--- src/rtl/dbg_instr_encoder_pkg.sv ---
// Shared types and constants for the debug abstract-command instruction encoder.
// Holds the command record, the sequencer states and RV32 system-opcode fields.
package dbg_instr_encoder_pkg;

    typedef struct packed {
        logic [15:0] regno;
        logic        write;
        logic        transfer;
        logic        postexec;
        logic [2:0]  aarsize;
    } dbg_cmd_type;

    typedef enum logic [1:0] {
        IDLE = 2'd0,
        EMIT = 2'd1,
        FIN  = 2'd2
    } enc_state_type;

    localparam logic [11:0] csr_dscratch0  = 12'h7B2;
    localparam logic [11:0] csr_dscratch1  = 12'h7B3;
    localparam logic [4:0]  tmp_gpr        = 5'd8;
    localparam logic [31:0] ebreak_instr   = 32'h0010_0073;
    localparam logic [6:0]  opcode_system  = 7'b1110011;
    localparam logic [2:0]  funct_csrrw    = 3'd1;
    localparam logic [2:0]  funct_csrrs    = 3'd2;
    localparam logic [2:0]  cmderr_none    = 3'd0;
    localparam logic [2:0]  cmderr_notsup  = 3'd2;
    localparam logic [2:0]  aarsize_32     = 3'd2;
    localparam logic [15:0] regno_last_gpr = 16'h101F;

    // Only a transferring command can be malformed; a pure postexec ignores size and regno.
    function automatic logic cmd_illegal(input dbg_cmd_type c);
        return c.transfer && ((c.aarsize != aarsize_32) || (c.regno > regno_last_gpr));
    endfunction

    function automatic logic [2:0] xfer_words(input logic transfer, input logic is_gpr);
        logic [2:0] n;
        if (!transfer) begin
            n = 3'd0;
        end else if (is_gpr) begin
            n = 3'd1;
        end else begin
            n = 3'd4;
        end
        return n;
    endfunction

    function automatic logic [2:0] words_total(input dbg_cmd_type c);
        logic [2:0] n;
        if (cmd_illegal(c)) begin
            n = 3'd0;
        end else begin
            n = xfer_words(c.transfer, c.regno[15:12] == 4'h1) + (c.postexec ? 3'd0 : 3'd1);
        end
        return n;
    endfunction

endpackage

--- src/rtl/dbg_instr_encoder_csr_instr_encode.sv ---
// Combinational packer for a single RV32 Zicsr instruction word.
module csr_instr_encode
    import dbg_instr_encoder_pkg::*;
(
    input  logic [11:0] csr,
    input  logic [4:0]  rs1,
    input  logic [4:0]  rd,
    input  logic [2:0]  funct3,
    output logic [31:0] word
);

    assign word = {csr, rs1, funct3, rd, opcode_system};

endmodule

--- src/rtl/dbg_instr_encoder.sv ---
// Abstract-command sequencer: expands one access-register command into csrrw/csrrs
// words (plus a closing ebreak) for the core's debug instruction-injection port.
module dbg_instr_encoder
    import dbg_instr_encoder_pkg::*;
#(
    parameter logic [11:0] DSCRATCH0 = csr_dscratch0,
    parameter logic [11:0] DSCRATCH1 = csr_dscratch1,
    parameter logic [4:0]  TMP_REG   = tmp_gpr
)(
    input  logic        clock,
    input  logic        reset,
    input  logic        cmd_valid,
    output logic        cmd_ready,
    input  logic [15:0] cmd_regno,
    input  logic        cmd_write,
    input  logic        cmd_transfer,
    input  logic        cmd_postexec,
    input  logic [2:0]  cmd_aarsize,
    output logic        instr_valid,
    input  logic        instr_ready,
    output logic [31:0] instr_word,
    output logic        done,
    output logic [2:0]  cmderr,
    output logic        progbuf_start,
    output logic        busy
);

    enc_state_type state_r;
    dbg_cmd_type   cmd_r;
    logic [2:0]    step_r;
    logic          instr_valid_r;
    logic [31:0]   instr_word_r;
    logic          done_r;
    logic [2:0]    cmderr_r;
    logic          progbuf_start_r;
    logic          busy_r;

    dbg_cmd_type   cmd_in_s;
    logic          in_illegal_s;
    logic [2:0]    in_total_s;
    logic [2:0]    cmd_total_s;
    logic [15:0]   sel_regno_s;
    logic          sel_write_s;
    logic          sel_transfer_s;
    logic [2:0]    sel_step_s;
    logic          sel_gpr_s;
    logic          is_ebreak_s;
    logic [11:0]   enc_csr_s;
    logic [4:0]    enc_rs1_s;
    logic [4:0]    enc_rd_s;
    logic [2:0]    enc_funct3_s;
    logic [31:0]   enc_word_s;
    logic [31:0]   next_word_s;

    assign cmd_in_s     = '{regno: cmd_regno, write: cmd_write, transfer: cmd_transfer,
                            postexec: cmd_postexec, aarsize: cmd_aarsize};
    assign in_illegal_s = cmd_illegal(cmd_in_s);
    assign in_total_s   = words_total(cmd_in_s);
    assign cmd_total_s  = words_total(cmd_r);
    assign cmd_ready    = (state_r == IDLE);

    // In IDLE the encoder looks at the offered command so word 0 is ready at acceptance.
    always_comb begin
        sel_regno_s    = cmd_r.regno;
        sel_write_s    = cmd_r.write;
        sel_transfer_s = cmd_r.transfer;
        sel_step_s     = step_r + 3'd1;
        if (state_r == IDLE) begin
            sel_regno_s    = cmd_in_s.regno;
            sel_write_s    = cmd_in_s.write;
            sel_transfer_s = cmd_in_s.transfer;
            sel_step_s     = 3'd0;
        end else begin
            sel_step_s     = step_r + 3'd1;
        end
    end

    assign sel_gpr_s   = (sel_regno_s[15:12] == 4'h1);
    assign is_ebreak_s = (sel_step_s >= xfer_words(sel_transfer_s, sel_gpr_s));

    // Step-indexed operand mux; CSR accesses bounce through TMP_REG saved in DSCRATCH1.
    always_comb begin
        enc_csr_s    = DSCRATCH1;
        enc_rs1_s    = TMP_REG;
        enc_rd_s     = 5'd0;
        enc_funct3_s = funct_csrrw;
        if (sel_gpr_s) begin
            enc_csr_s = DSCRATCH0;
            if (sel_write_s) begin
                enc_rs1_s    = 5'd0;
                enc_rd_s     = sel_regno_s[4:0];
                enc_funct3_s = funct_csrrs;
            end else begin
                enc_rs1_s    = sel_regno_s[4:0];
                enc_rd_s     = 5'd0;
                enc_funct3_s = funct_csrrw;
            end
        end else begin
            case ({sel_write_s, sel_step_s[1:0]})
                3'b000, 3'b100: begin
                    enc_csr_s = DSCRATCH1; enc_rs1_s = TMP_REG; enc_rd_s = 5'd0;    enc_funct3_s = funct_csrrw;
                end
                3'b001: begin
                    enc_csr_s = sel_regno_s[11:0]; enc_rs1_s = 5'd0; enc_rd_s = TMP_REG; enc_funct3_s = funct_csrrs;
                end
                3'b010: begin
                    enc_csr_s = DSCRATCH0; enc_rs1_s = TMP_REG; enc_rd_s = 5'd0;    enc_funct3_s = funct_csrrw;
                end
                3'b101: begin
                    enc_csr_s = DSCRATCH0; enc_rs1_s = 5'd0;    enc_rd_s = TMP_REG; enc_funct3_s = funct_csrrs;
                end
                3'b110: begin
                    enc_csr_s = sel_regno_s[11:0]; enc_rs1_s = TMP_REG; enc_rd_s = 5'd0; enc_funct3_s = funct_csrrw;
                end
                3'b011, 3'b111: begin
                    enc_csr_s = DSCRATCH1; enc_rs1_s = 5'd0;    enc_rd_s = TMP_REG; enc_funct3_s = funct_csrrs;
                end
                default: begin
                    enc_csr_s = DSCRATCH1; enc_rs1_s = TMP_REG; enc_rd_s = 5'd0;    enc_funct3_s = funct_csrrw;
                end
            endcase
        end
    end

    csr_instr_encode u_encode (
        .csr    (enc_csr_s),
        .rs1    (enc_rs1_s),
        .rd     (enc_rd_s),
        .funct3 (enc_funct3_s),
        .word   (enc_word_s)
    );

    assign next_word_s = is_ebreak_s ? ebreak_instr : enc_word_s;

    // Sequencer: accept, emit words under valid/ready, then one FIN cycle carrying done.
    always_ff @(posedge clock) begin
        if (!reset) begin
            state_r         <= IDLE;
            cmd_r           <= '0;
            step_r          <= 3'd0;
            instr_valid_r   <= 1'b0;
            instr_word_r    <= 32'd0;
            done_r          <= 1'b0;
            cmderr_r        <= cmderr_none;
            progbuf_start_r <= 1'b0;
            busy_r          <= 1'b0;
        end else begin
            case (state_r)
                IDLE: begin
                    if (cmd_valid) begin
                        cmd_r  <= cmd_in_s;
                        step_r <= 3'd0;
                        busy_r <= 1'b1;
                        if (in_illegal_s) begin
                            done_r   <= 1'b1;
                            cmderr_r <= cmderr_notsup;
                            state_r  <= FIN;
                        end else if (in_total_s == 3'd0) begin
                            done_r          <= 1'b1;
                            cmderr_r        <= cmderr_none;
                            progbuf_start_r <= cmd_in_s.postexec;
                            state_r         <= FIN;
                        end else begin
                            instr_valid_r <= 1'b1;
                            instr_word_r  <= next_word_s;
                            state_r       <= EMIT;
                        end
                    end else begin
                        state_r <= IDLE;
                    end
                end
                EMIT: begin
                    if (instr_valid_r && instr_ready) begin
                        if ((step_r + 3'd1) == cmd_total_s) begin
                            instr_valid_r   <= 1'b0;
                            done_r          <= 1'b1;
                            cmderr_r        <= cmderr_none;
                            progbuf_start_r <= cmd_r.postexec;
                            state_r         <= FIN;
                        end else begin
                            step_r       <= step_r + 3'd1;
                            instr_word_r <= next_word_s;
                        end
                    end else begin
                        state_r <= EMIT;
                    end
                end
                FIN: begin
                    done_r          <= 1'b0;
                    cmderr_r        <= cmderr_none;
                    progbuf_start_r <= 1'b0;
                    busy_r          <= 1'b0;
                    state_r         <= IDLE;
                end
                default: begin
                    instr_valid_r   <= 1'b0;
                    done_r          <= 1'b0;
                    cmderr_r        <= cmderr_none;
                    progbuf_start_r <= 1'b0;
                    busy_r          <= 1'b0;
                    state_r         <= IDLE;
                end
            endcase
        end
    end

    assign instr_valid   = instr_valid_r;
    assign instr_word    = instr_word_r;
    assign done          = done_r;
    assign cmderr        = cmderr_r;
    assign progbuf_start = progbuf_start_r;
    assign busy          = busy_r;

endmodule
--- config.mk ---
export PLATFORM = sky130hd
export DESIGN_NAME = dbg_instr_encoder
export DESIGN_NICKNAME = d
export VERILOG_FILES = /design/src/rtl/dbg_instr_encoder_pkg.sv /design/src/rtl/dbg_instr_encoder_csr_instr_encode.sv /design/src/rtl/dbg_instr_encoder.sv
export SDC_FILE = /design/constraint.sdc
export NUM_CORES = 1
export LEC_CHECK = 0
export ABC_CLOCK_PERIOD_IN_PS = 3030
export BUFFER_PORTS_ARGS = -buffer_cell sky130_fd_sc_hd__buf_2
export CAP_MARGIN = 20
export CORE_ASPECT_RATIO = 1.2
export CORE_MARGIN = 5
export CORE_UTILIZATION = 28
export CTS_CLUSTER_SIZE = 16
export DETAILED_ROUTE_END_ITERATION = 6
export HOLD_SLACK_MARGIN = 0.05
export PLACE_DENSITY = 0.49
export REMOVE_ABC_BUFFERS = 1
export SYNTH_ARGS = -nofsm -noshare
export SYNTH_HDL_FRONTEND = slang
export SYNTH_SLANG_ARGS = --single-unit
export TNS_END_PERCENT = 100
--- constraint.sdc ---
create_clock -name clock -period 3.03 [get_ports clock]
set_input_delay 0.303 -clock clock [delete_from_list [all_inputs] [get_ports clock]]
set_output_delay 0.303 -clock clock [all_outputs]
set_load 0.02 [all_outputs]
Word level (Yosys, flattened, before mapping)
Cells that the tools add are included.
{"block": "classes", "add_sub_neg": 3, "multipliers": 0, "n_div": 0, "magnitude_cmp": 3, "eq_ne": 24, "n_shift": 0, "mux": 70, "bitwise": 2, "n_reduce_logical": 21}
{"cell": "$mux 32", "count": 6}
{"cell": "$pmux 32 s2", "count": 1}
{"cell": "$mux 3", "count": 20}
{"cell": "$pmux 12 s3", "count": 1}
{"cell": "$gt 16x13->1 const B", "count": 2}
{"cell": "$mux 1", "count": 20}
{"cell": "$mux 5", "count": 4}
{"cell": "$pmux 5 s2", "count": 2}
{"cell": "$pmux 3 s2", "count": 3}
{"cell": "$mux 16", "count": 1}
{"cell": "$eq 3x3->1 const B", "count": 4}
{"cell": "$eq 4x1->1 const B", "count": 3}
{"cell": "$mux 12", "count": 1}
{"cell": "$mux 2", "count": 6}
{"cell": "$ne 2x2->1 const B", "count": 6}
{"cell": "$reduce_and 6->1", "count": 2}
{"cell": "$reduce_or 4->1", "count": 3}
{"cell": "$reduce_and 4->1", "count": 2}
{"cell": "$add 3x1->3", "count": 2}
{"cell": "$eq 3x2->1 const B", "count": 2}
{"cell": "$logic_not 3->1", "count": 2}
{"cell": "$ne 3x2->1 const B", "count": 2}
{"cell": "$pmux 1 s2", "count": 3}
{"cell": "$reduce_and 5->1", "count": 1}
{"cell": "18 further kinds", "count": 24}
{"block": "word_totals", "ff_bits": 66, "latchBits": 0, "ram_bits": 0, "mem_bits_ro": 0, "input_bits": 26, "out_inout_bits": 40, "elab_cells": 136, "n_memories": 0}

Longest topological paths before layout
{"block": "depth", "depth_word": 11, "depth_mapped": 14, "mapped_depth_nobuf": 11}

Cells and area by module
From an unflattened synthesis, not the netlist that was laid out.
{"block": "unflattened", "cells_unflattened": 462, "hier_area_um2": 3583.4}
{"mod": "dbg_instr_encoder", "n_inst": 1, "cells_per_inst": 428, "area_each_um2": 3335.7}
{"mod": "csr_instr_encode", "n_inst": 1, "cells_per_inst": 34, "area_each_um2": 247.7}

Worst setup path before layout
Ideal clock, no wire load.
{"block": "synth_timing", "path_type": "reg-to-reg", "start": "register state_r[0]", "end": "register instr_word_r[22] (netlist: instr_word[22])", "t_arrival_ps": 2931, "t_required_ps": 2958, "slack_ps": 28, "stages_incl_launch_ff": 14, "path_buffers": 2, "period_less_slack_ps": 3002, "cell_sequence": "dfxtp_1 -> or2_1 -> inv_2 -> buf_2 -> buf_1 -> mux2i_1 -> nor2_1 -> ha_1 -> nand2b_1 -> o21ai_1 -> and3_1 -> nand3_1 -> or2_2 -> mux2i_1"}
{"block": "synth_between", "elab_chain_cells": 11}
{"element": "from (decl)", "line": "dbg_instr_encoder.sv:28", "source": "enc_state_type state_r;"}
{"element": "from (signal assigned)", "line": "dbg_instr_encoder.sv:138", "source": "state_r <= IDLE;"}
{"element": "from (signal assigned)", "line": "dbg_instr_encoder.sv:157", "source": "state_r <= FIN;"}
{"element": "from (signal assigned)", "line": "dbg_instr_encoder.sv:162", "source": "state_r <= FIN;"}
{"element": "$logic_not 2->1 *"}
{"element": "via cmd_ready", "line": "dbg_instr_encoder.sv:13", "source": "output logic cmd_ready,"}
{"element": "$mux 16 (tied with other cells)", "line": "dbg_instr_encoder.sv:68", "source": "if (state_r == IDLE) begin"}
{"element": "$eq 4x1->1 (tied with other cells)", "line": "dbg_instr_encoder.sv:78", "source": "assign sel_gpr_s = (sel_regno_s[15:12] == 4'h1);"}
{"element": "$mux 3 (tied with other cells)", "line": "dbg_instr_encoder_pkg.sv:40", "source": "end else if (is_gpr) begin"}
{"element": "$mux 3 / $pmux 12 s3 (equally long branches)", "line": "dbg_instr_encoder_pkg.sv:38, dbg_instr_encoder.sv:99"}
{"element": "$ge 3x3->1 / $mux 12 (equally long branches)", "line": "dbg_instr_encoder.sv:79, dbg_instr_encoder.sv:87"}
{"element": "$mux 32", "line": "dbg_instr_encoder.sv:133", "source": "assign next_word_s = is_ebreak_s ? ebreak_instr : enc_word_s;"}
{"element": "$mux 32", "line": "dbg_instr_encoder.sv:158", "source": "end else if (in_total_s == 3'd0) begin"}
{"element": "$mux 32", "line": "dbg_instr_encoder.sv:154", "source": "if (in_illegal_s) begin"}
{"element": "$mux 32", "line": "dbg_instr_encoder.sv:150", "source": "if (cmd_valid) begin"}
{"element": "$pmux 32 s2", "line": "dbg_instr_encoder.sv:148", "source": "case (state_r)"}
{"element": "to (signal assigned)", "line": "dbg_instr_encoder.sv:165", "source": "instr_word_r <= next_word_s;"}
{"element": "to (signal assigned)", "line": "dbg_instr_encoder.sv:182", "source": "instr_word_r <= next_word_s;"}
{"element": "to (decl)", "line": "dbg_instr_encoder.sv:32", "source": "logic [31:0] instr_word_r;"}
Mark *: on every way through the listed nets, which the timed path passes. The rest lies on a longest branch. The select of a mux whose other input is x is not followed.
A chain may end at the register's enable or synchronous reset.

Final worst setup path
{"block": "layout_timing", "start": "register cmd_r[21] (netlist bit)", "end": "register instr_word_r[16] (netlist: instr_word[16])"}
{"block": "layout_between", "elab_chain_cells": 10}
{"element": "from (decl)", "line": "dbg_instr_encoder.sv:29", "source": "dbg_cmd_type cmd_r;"}
{"element": "from (signal assigned)", "line": "dbg_instr_encoder.sv:151", "source": "cmd_r <= cmd_in_s;"}
{"element": "branches (longest 10 deep; another with $add 3x1->3)"}
Parallel ways; which one is timed is not known. The select of a mux whose other input is x is not followed.

==> results.py <==
metrics = {
    "timing": {
        "rsz0062_at_grt": "no",
        "fin_crit_sh": 0.914,
        "finalHoldViolations": 0,
        "finalMaxSlewViolations": 0,
        "fin_hold_ws_ps": 235,
        "finalClockSkew_ps": 7.96,
        "fmax_mhz": 361,
        "min_period_ps": 2770,
        "setup_viol": 0,
        "setup_tns_ps": 0,
    },
    "clocking": {
        "postCtsSetupRepairBufs": 0,
        "clock_path_buffers": 2,
        "cts_hold_buf": 0,
        "cts.clk_slew.worst_paths_ps": 60,
        "cts_tree": "built",
        "cts_made_buffers": 9,
        "h-tree-depth": 3,
        "clock_latency_ps": 330,
        "cts-resized-gates": 0,
        "cts.sinks": 57,
        "clock-root-buffer": "clkbuf_16",
    },
    "worst_setup_path": {
        "startpoint_type": "flip-flop",
        "critPathKind": "reg2reg",
        "cp.arrival_ps": 3030,
        "worstPathRequired_ps": 3290,
        "end_kind": "flip-flop",
        "r2r-end": "instr_word[16]$_SDFFE_PN0P_",
        "reg2reg_depth": 10,
        "cp_max_fo": 11,
        "reg2reg_slack_ps": 260,
        "r2r-start": "cmd_r[21]$_SDFFE_PN0P_",
    },
    "die": {
        "die_area_mm2": 0.0131,
        "core_area_mm2": 0.0106,
        "die_width_um": 105,
        "chipHeight_um": 124,
        "start_util": 0.288,
        "core.rowCount": 41,
        "boundaryPins": 66,
    },
    "final_layout": {
        "num_antenna_cells": 0,
        "fin_nets": 459,
        "syn2layout_area_growth_pct": 25.5,
        "drive_gt1_frac": 0.246,
        "fillers": 1133,
    },
    "drt": {
        "highest_layer": "met4",
        "wl_met3_um": 362,
        "drt_iter0_markers": 75,
        "first_pass_iters": 6,
        "wl_met2_mm": 3.88,
        "wire_per_inst_um": 14.1,
        "wl_met1_mm": 3.52,
        "routed_wl_mm": 7.90,
        "drc": 0,
        "viasPerCell": 4.75,
        "vias": 2660,
        "ant_nets": 0,
    },
    "synthesis": {
        "avgSynthCellArea_um2": 8.29,
        "synth-edff-count": 0,
        "synthTopCellsByArea": "dfxtp_1, nand2_1, mux2i_1",
        "yosysSeqAreaShare": 0.375,
        "synth_flop_cell": "dfxtp_1",
        "netlist.area_leader.share": 0.375,
        "synth-async-reset-ratio": 0,
        "yosysUniqueCellTypes": 59,
        "synth.largest_area_cell": "dfxtp_1",
        "synthCells": 367,
        "synth_warnings": 0,
        "ys_seq_elements": 57,
        "netlist_area_mm2": 0.00304,
    },
    "worst_hold_path": {
        "hold_path_end": "cmd_r[10]$_SDFFE_PN0P_",
        "min_path_cells": 3,
        "min_path_type": "in2reg",
        "min-delay-start": "cmd_regno[4]",
    },
    "power_and_ir_drop": {
        "leakage_nw": 1.80,
        "irDropWorstVdd_v": 0.000322,
        "p_total_w": 0.00238,
        "pwr_density_cell_mw_per_mm2": 623,
    },
    "global_routing": {
        "grt_pass1_wl_mm": 12.9,
        "grt_remaining_overflow": 0,
        "grt_pass1_vias": 2605,
        "grt_max_degree": 40,
        "antenna_found_initial": 0,
        "gr-usage-all-layers": 0.124,
    },
    "placed_design": {
        "numPortBuffers": 60,
        "dp.final_hpwl_mm": 5.82,
        "gp_congestion": 0.756,
    },
    "run": {
        "maxCapViolCount": 0,
    },
    "status": {
        "outcome": "complete, no violations",
    },
}
cell usage after synthesis, drive strengths merged (2+ instances only):
library cell and count:
ha 7, xnor2 2, dfxtp 57, nor3 6, nand3 5, or2 7
or3 4, a31oi 2, o21ai 5, buf 17, a211oi 4, a211o 2
mux2 2, mux2i 33, and3 4, a21boi 24, a21oi 9, nor3b 2
nor2 11, nand2 102, a21o 4, nand4b 3, nor2b 2, inv 9
nor4 2, or4b 2, clkbuf 11, nand2b 6, a31o 5
layer usage:
metal | up-vias | track usage
met2 | 51 | 0.211
met3 | 10 | 0.0358
li1 | 1365 | -
met4 | 0 | 0.0552
met5 | - | 0
met1 | 1234 | 0.146
stage by stage:
step / util / worst slack [ps] / cells / cell area [um2]
floorplan: - / 126 / 343 / 2890
global placement: 0.327 / 202 / 544 / 3460
finish: 0.361 / 260 / 560 / 3820
detailed placement: 0.327 / 122 / 544 / 3460
CTS: 0.361 / 222 / 560 / 3820
global route: 0.361 / 58.2 / 560 / 3820
state kept, by name, summed over array words and instances (netlist names):
name / count
cmderr: 1
done: 1
progbuf_start: 1
instr_valid: 1
state_r: 2
cmd_r: 22
busy: 1
step_r: 3
instr_word: 25
layout by cell type (no fill, tap or decap), types with 2 or more instances in the layout:
| cell type | n |
|---|---|
| nand2_1 | 100 |
| buf_2 | 60 |
| dfxtp_1 | 57 |
| mux2i_1 | 33 |
| a21boi_0 | 24 |
| nor2_1 | 11 |
| buf_4 | 11 |
| a21oi_1 | 9 |
| clkbuf_16 | 9 |
| inv_1 | 7 |
| ha_1 | 7 |
| nor3_1 | 6 |
| nand2b_1 | 6 |
| nand3_1 | 5 |
| a31o_2 | 5 |
| conb_1 | 5 |
| o21ai_0 | 4 |
| a211oi_1 | 4 |
| a21o_1 | 4 |
| and3_1 | 3 |
| nand4b_1 | 3 |
| or2_2 | 3 |
| or3_1 | 3 |
| or2_0 | 3 |
| clkbuf_8 | 3 |
| bufinv_16 | 3 |
| inv_2 | 2 |
| nand2_2 | 2 |
| xnor2_1 | 2 |
| nor4_1 | 2 |
| nor3b_1 | 2 |
| a31oi_1 | 2 |
| a211o_1 | 2 |
| nor2b_1 | 2 |
power by group:
group	leakage [nW]	switching [W]	internal (W)
sequential	0.465	0.0000248	0.000788
clock	0.175	0.000354	0.000870
combinational	1.16	0.000209	0.000136
logic make-up after synthesis:
group                      count (synthesis)  synth area share
and+or+nand+nor                          164             0.255
muxes                                     35             0.117
xor gates and xnor gates                   3           0.00864
buffers and inverters                     37            0.0658
adders and majority gates                  7            0.0288
other                                      1           0.00123
DFF                                       57             0.375
AOI/OAI and AO/OA                         63             0.148
cell type report:
| class | instances | area (um2) | share of cell area |
|---|---|---|---|
| multi-input combinational | 277 | 1720 | 0.449 |
| sequential | 57 | 1140 | 0.299 |
| timing repair buffer | 72 | 403 | 0.105 |
| clock buffer | 12 | 267 | 0.0698 |
| tap | 129 | 161 | 0.0423 |
| clock inverter | 4 | 97.6 | 0.0255 |
| inverter | 9 | 33.8 | 0.00884 |
worst max-delay path, cell delays in order (launching register included):
cell,delay [ps]
dfxtp_1,320
or4b_1,510
mux2_4,330
nor2_1,140
ha_1,240
nand2b_1,140
o21ai_1,180
nand3_1,120
buf_4,200
or3_1,370
mux2i_1,140
how the worst max path moves through the flow:
stage | endpoint | depth (start not counted) | from | slack (ps)
after floorplan | instr_word[9]$_SDFFE_PN0P_ | 11 | state_r[0]$_SDFFE_PN0P_ | 130
after global placement | instr_word[8]$_SDFFE_PN0P_ | 11 | cmd_regno[15] | 200
after detailed placement | instr_word[16]$_SDFFE_PN0P_ | 11 | cmd_regno[15] | 120
after CTS | instr_word[16]$_SDFFE_PN0P_ | 10 | cmd_r[21]$_SDFFE_PN0P_ | 220
after global routing | instr_word[16]$_SDFFE_PN0P_ | 10 | cmd_r[18]$_SDFFE_PN0P_ | 60
final | instr_word[16]$_SDFFE_PN0P_ | 10 | cmd_r[21]$_SDFFE_PN0P_ | 260
No activity file was read; power rests on OpenSTA's default activity.
